--- config.mk ---
export PLATFORM = sky130hd
export DESIGN_NAME = multiplier_seq_ctrl
export DESIGN_NICKNAME = d
export VERILOG_FILES = /design/src/rtl/multiplier_seq_ctrl.sv
export SDC_FILE = /design/constraint.sdc
export NUM_CORES = 1
export LEC_CHECK = 0
export BUFFER_PORTS_ARGS = -buffer_cell sky130_fd_sc_hd__buf_2
export CAP_MARGIN = 0
export CORE_ASPECT_RATIO = 0.9
export CORE_MARGIN = 3
export CORE_UTILIZATION = 50
export CTS_CLUSTER_DIAMETER = 200
export DETAILED_ROUTE_END_ITERATION = 16
export PLACE_DENSITY_LB_ADDON = 0.15
export SYNTH_ARGS = -nofsm -noshare
export SYNTH_HDL_FRONTEND = slang
export SYNTH_SLANG_ARGS = --single-unit
--- constraint.sdc ---
create_clock -name clk -period 1.99 [get_ports clk]
set_clock_uncertainty 0.05 [all_clocks]
set_input_delay 0.0995 -clock clk [delete_from_list [all_inputs] [get_ports clk]]
set_output_delay 0.0995 -clock clk [all_outputs]
set_load 0.005 [all_outputs]
--- src/rtl/multiplier_seq_ctrl.sv ---
// Column-serial sequencer for a 4x4 unsigned multiply built on an external
// partial-product unit (four 5:1 bit muxes ANDed with IB bits).
module multiplier_seq_ctrl #(
    parameter logic [2:0] CTRL_ZERO = 3'd4,
    parameter bit         PP_REG    = 1'b0
) (
    input  logic       clk,
    input  logic       rst_n,
    input  logic       start,
    input  logic       abort,
    input  logic [3:0] a_in,
    input  logic [3:0] b_in,
    input  logic [3:0] pp_in,
    output logic [3:0] ia_out,
    output logic [3:0] ib_out,
    output logic [2:0] ctrl_b0,
    output logic [2:0] ctrl_b1,
    output logic [2:0] ctrl_b2,
    output logic [2:0] ctrl_b3,
    output logic       busy,
    output logic       done,
    output logic [7:0] product,
    output logic [1:0] state_dbg
);

    // Handshake: start is sampled only in IDLE (also in the cycle done is high);
    // done is a one-cycle pulse marking product valid, and product holds until
    // the next completion. abort cancels a running operation without done.

    typedef enum logic [1:0] {
        S_IDLE = 2'd0,
        S_COL  = 2'd1,
        S_WAIT = 2'd2
    } state_t;

    state_t     state;
    state_t     state_nxt;
    logic [2:0] col;
    logic [1:0] carry;
    logic [7:0] work;
    logic [3:0] pp_q;
    logic [3:0] pp_src;
    logic [2:0] sum;
    logic       last_col;
    logic       accept;

    // Lane i handles a[col-i]; out-of-range lanes select the constant-zero input.
    function automatic logic [2:0] lane_sel(input logic [2:0] c, input logic [2:0] lane);
        logic [2:0] d;
        d = c - lane;
        if (c >= lane && d <= 3'd3) return d;
        return CTRL_ZERO;
    endfunction

    always_comb begin
        pp_src   = PP_REG ? pp_q : pp_in;
        sum      = 3'(pp_src[0]) + 3'(pp_src[1]) + 3'(pp_src[2]) + 3'(pp_src[3]) + 3'(carry);
        last_col = (col == 3'd6);
        accept   = (state == S_IDLE) && start;
    end

    always_ff @(posedge clk or negedge rst_n) begin
        if (!rst_n) state <= S_IDLE;
        else        state <= state_nxt;
    end

    always_comb begin
        state_nxt = state;
        case (state)
            S_IDLE: if (start) state_nxt = PP_REG ? S_WAIT : S_COL;
            S_COL: begin
                if (abort || last_col) state_nxt = S_IDLE;
                else                   state_nxt = PP_REG ? S_WAIT : S_COL;
            end
            S_WAIT: state_nxt = abort ? S_IDLE : S_COL;
            default: state_nxt = S_IDLE;
        endcase
    end

    always_ff @(posedge clk or negedge rst_n) begin
        if (!rst_n) begin
            col     <= 3'd0;
            carry   <= 2'd0;
            work    <= 8'd0;
            pp_q    <= 4'd0;
            ia_out  <= 4'd0;
            ib_out  <= 4'd0;
            product <= 8'd0;
            done    <= 1'b0;
        end else begin
            done <= 1'b0;
            if (accept) begin
                ia_out <= a_in;
                ib_out <= b_in;
                col    <= 3'd0;
                carry  <= 2'd0;
                work   <= 8'd0;
            end else if (state != S_IDLE && abort) begin
                col   <= 3'd0;
                carry <= 2'd0;
            end else if (state == S_WAIT) begin
                pp_q <= pp_in;
            end else if (state == S_COL) begin
                work[col] <= sum[0];
                carry     <= sum[2:1];
                if (last_col) begin
                    // Column 6 also emits the final carry as bit 7.
                    product <= {sum[1], sum[0], work[5:0]};
                    done    <= 1'b1;
                    col     <= 3'd0;
                    carry   <= 2'd0;
                end else begin
                    col <= col + 3'd1;
                end
            end
        end
    end

    always_comb begin
        busy      = (state != S_IDLE);
        state_dbg = state;
        ctrl_b0   = CTRL_ZERO;
        ctrl_b1   = CTRL_ZERO;
        ctrl_b2   = CTRL_ZERO;
        ctrl_b3   = CTRL_ZERO;
        if (busy) begin
            ctrl_b0 = lane_sel(col, 3'd0);
            ctrl_b1 = lane_sel(col, 3'd1);
            ctrl_b2 = lane_sel(col, 3'd2);
            ctrl_b3 = lane_sel(col, 3'd3);
        end
    end

endmodule

[After elaboration in Yosys (flattened, before gate mapping)]
Cells that the tools add are included.
Storage, ports and cells
  register bits after elaboration: 32
  latch bits: 0
  memory bits (writable): 0
  ROM bits: 0
  output and inout port bits: 32
  memories kept: 0
Operators by class
  add/subtract/negate cells: 8
  multiply operators: 0
  divide/modulo/power cells: 0
  $lt $le $gt $ge: 10
  equality and inequality tests: 7
  shift operators: 0
  muxes and demuxes: 46
  bitwise operators: 3
  reductions and logical operators: 15
Operators with widths (number)
  $mux 3: 17
  $mux 8: 4
  $mux 1: 16
  $le 3x2->1 const B: 4
  $mux 2: 6
  $ge 3x1->1 const B: 3
  $bwmux 8: 1
  $logic_and 1x1->1: 7
  $ge 3x2->1 const B: 2
  $ne 2x2->1 const B: 3
  $pmux 2 s3: 1
  $sub 3x2->3 const B: 2
  $reduce_and 5->1: 1
  $lt 3x4->1 const B: 1
  $reduce_bool 2->1: 2
  $add 2x1->3: 1
  $add 3x1->3: 1
  $add 3x1->3 const B: 1
  $add 3x2->3: 1
  $demux 1 s3: 1
  $eq 3x3->1 const B: 1
  $ne 3x3->1 const B: 1
  $not 1->1: 3
  $reduce_and 3->1: 1
  other kinds (8): 8

[Depth between registers and ports, before layout]
  depth in word-level cells: 9
  depth in mapped cells: 7
  mapped depth without buffers: 5

[Worst setup path before layout]
OpenSTA, ideal clock, no wires.
  path type: input to register
  start point: in pp_in[0]
  end point: reg carry[0]
  library setup time: 0.126 ns
  data arrival time: 1.587 ns
  data required time: 1.814 ns
  slack: 0.227 ns
  stages: 5
  cell sequence: fa_1 inv_1 fa_1 fa_1 o21ai_0
On the way
  cells in the longest elaborated chain, start to end: 9
Ends and longest elaborated chain
  from (decl): line 13  | input logic [3:0] pp_in,
  $add 1x1->2: line 57  | sum = 3'(pp_src[0]) + 3'(pp_src[1]) + 3'(pp_src[2]) + 3'(pp_src[3]) + 3'(carry);
  $add 2x1->3: line 57
  $add 3x1->3: line 57
  $add 3x2->3: line 57
  $mux 2: line 106  | if (last_col) begin
  $mux 2: line 103  | end else if (state == S_COL) begin
  $mux 2: line 101  | end else if (state == S_WAIT) begin
  $mux 2: line 98  | end else if (state != S_IDLE && abort) begin
  $mux 2: line 92  | if (accept) begin
  to (signal assigned): line 105  | carry <= sum[2:1];
  to (decl): line 39  | logic [1:0] carry;
No other way between the ends. The select of a mux whose other input is x is not followed.
A chain may end at the register's enable or synchronous reset.

[Worst setup path in the final report]
  start point: reg col[1]
  end point: out ctrl_b3[1]
On the way
  cells in the longest elaborated chain, start to end: 7
Ends and longest elaborated chain
  from (decl): line 38  | logic [2:0] col;
  from (signal assigned): line 113  | col <= col + 3'd1;
  $sub 3x2->3: line 50  | d = c - lane;
  $le 3x2->1: line 51  | if (c >= lane && d <= 3'd3) return d;
  $logic_and 1x1->1: line 51
  $mux 1: line 51
  $mux 1: line 126  | if (busy) begin
  $mux 3 (*): line 52  | return CTRL_ZERO;
  $mux 3 (*): line 126
  to (decl): line 19  | output logic [2:0] ctrl_b3,
Every way passes the cells marked *; elsewhere a longest branch is shown, timed or not. The select of a mux whose other input is x is not followed.

==> metrics.yaml <==
synthTopCellsByArea: "dfrtp_1 (46%), nand2_1 (9.7%), ha_1 (7.1%)"
core_um2: 2883
synth_cells: 166
outcome: "finished, final reports clean"
ir_drop_uv: 535.2
placedCellCount: 250
syn_to_final_growth_pct: 34.33
r2r_end: "product[1]"
startpoint_type: "register"
grt_usage_pct: 20.20
grt_max_degree: 30
synth.avg_cell_area_um2: 9.550
ios: 48
viasPerCell: 5.181
routedWlPerCell_um: 13.62
clockBufferDepth: 2
period_share_pct: 99.01
slew_violations: 0
nets: 257
clkSinkCount: 29
yosysMostFrequentCell: "nand2_1"
numCtsBuffers: 5
fp-row-count: 18
grt_use_met3_pct: 5.123
place_congestion: 0.9275
power_switching_uw: 489.2
grt-busiest-layer: "met2"
start_util_pct: 54.99
ys_seq_area_share_pct: 45.78
synth_edf_count: 0
grt_setup_unrepaired: "true"
whs_ns: 0.09256
ant_nets: 0
worst_slew_pin_slew_ns: 0.6665
cts_max_level: 2
hold_path_class: "primary input to register"
rr_worst_depth: 6
fin_cells: 270
synth.distinct_cells: 35
cts_tree: "done"
synth_flop_cell: "dfrtp_1"
die_area_um2: 3883
pwr-share-clk_pct: 25.9
end_kind: "primary output"
arrival_ns: 1.82
comb_power_share_pct: 29.1
hpwl_um: 2629
first_global_vias: 1355
synthArstFlopShare_pct: 100.0
slowest_stage: "dfrtp_2"
setup_viol: 0
yosysTopAreaCellShare_pct: 45.78
cap_viol_max_count: 0
intPower_uw: 1060
slew_headroom_pct: 55.47
hold_viol_final: 0
fp.dieW_um: 65.36
synth-seq-cells: 29
hp-start: "start"
grt_pass1_wl_um: 5968
yosysTopAreaCell: "dfrtp_1"
ys.warnings.count: 0
drc: 0
reg2reg_slack_ns: 0.16
power_density_nw_per_um2: 727.7
synth_nets: 194
dr.pass1.iters: 4
gr-total-overflow: 0
clk_pin_slew_ns: 0.08
antenna_found_initial: 0
drtIter0Drc: 64
switching_share_pct: 31.57
crit_top_cell: "ha_4"
final.min_clock_period_ns: 1.970
clock-root-buffer: "clkbuf_4"
drive_gt1_share_pct: 37.83
whs_path_depth: 4
path_class: "register to primary output"
synth_area_um2: 1585
met2_usage_pct: 34.63
vias: 1399
cp_max_fo: 4
die_h_um: 59.42
p_leak_uw: 0.001116
fmax_ghz: 0.5075
met1_usage_pct: 25.24
yosys-top-cells-count: "nand2_1 (41), dfrtp_1 (29), inv_1 (12)"
power_frac_seq_pct: 45.0
slowest_delay_ns: 0.47
r2r_start: "col[1]"
worst_ep_required_time_ns: 1.84
path_buf_inv: 1
port_buffers: 46
path_cells: "ha_4 > ha_4 > a211o_1 > nor3b_2 > buf_2"
wl_um: 3677
min_to: "col[0]"
n_antenna_cell: 0
cpLargestDelayFamily: "flip-flops"
clk_latency_ns: 0.33
[registers in the layout (all words and copies together) (netlist names)]
name	cells
carry	2
col	3
done	1
ia_out	4
ib_out	4
product	8
state_dbg	1
work	6
[worst max path at each step]
stage | from | end | slack, ns | cells after the start
finish | col[1] | ctrl_b3[1] | 0.02 | 5
global route | col[1] | ctrl_b3[1] | -0.06 | 5
CTS | col[1] | ctrl_b3[1] | 0.003 | 7
detailed placement | pp_in[0] | product[7] | 0.03 | 6
global placement | pp_in[0] | product[7] | 0.10 | 6
floorplan | pp_in[0] | carry[0] | 0.23 | 5
[cell type report]
type                       instances  area [um^2]
fill                             229        753.2
clock buffer                       7        65.06
timing repair buffer              65        402.9
tap                               40        50.05
clock inverter                     1        5.005
multi-input combinational        115        824.5
inverter                          13        53.80
sequential                        29        728.2
[kinds of logic after synthesis]
group,count (synthesis),share of synthesized area (%)
flip-flops,29,45.78
buffers and inverters,22,6.709
AND/OR/NAND/NOR,70,20.76
adder cells (fa/ha/maj),12,10.89
other,1,0.2366
AO/OA/AOI/OAI,21,8.209
multiplexers,11,7.419
[metal layers]
metal	share of wire (%)	up-vias
met4	1.3	0
met3	5.3	7
met2	50	37
met5	0	-
met1	43	683
li1	-	672
[cells in the final DEF, fill, tap and decap left out, types with 6 or more instances in the layout]
cell type      instances
nor2_1                 8
dlygate4sd3_1          9
mux2_2                 6
buf_2                 46
buf_4                  8
inv_1                 10
dfrtp_1               27
nand2_1               41
o21ai_0                9
[metrics by stage]
step	instance area, um^2	worst slack [ns]	total power, uW	util (%)	setup TNS [ns]
2_1_floorplan	1585	0.2266	939.3	-	0
3_3_place_gp	1861	0.1026	1070	64.54	0
3_5_place_dp	1861	0.03228	1092	64.54	0
4_1_cts	2079	0.003280	1540	72.14	0
5_1_grt	2130	-0.06326	1654	73.87	-0.1871
6_report	2130	0.01965	1550	73.87	0
[worst min-delay path: stages]
cell and delay (ns):
buf_2 0.11, nor2_1 0.09, nand2_1 0.07, o21ai_0 0.07
[power by group through the flow]
| stage | Combinational, uW | Sequential [uW] | Clock, uW |
|---|---|---|---|
| 2_1_floorplan | 243 | 696 | 0 |
| 3_3_place_gp | 372 | 698 | 0 |
| 6_report | 451 | 698 | 401 |
| 4_1_cts | 435 | 691 | 414 |
| 5_1_grt | 506 | 709 | 439 |
| 3_5_place_dp | 389 | 703 | 0 |
[repair_timing]
item,CTS,global route
cloned,0,0
setup endpoints to repair,6,9
pin swaps,1,5
hold buffers,9,0
resized for setup,8,13
hold endpoints to repair,37,0
buffers inserted,2,2
Power figures use the tool's default switching activity.
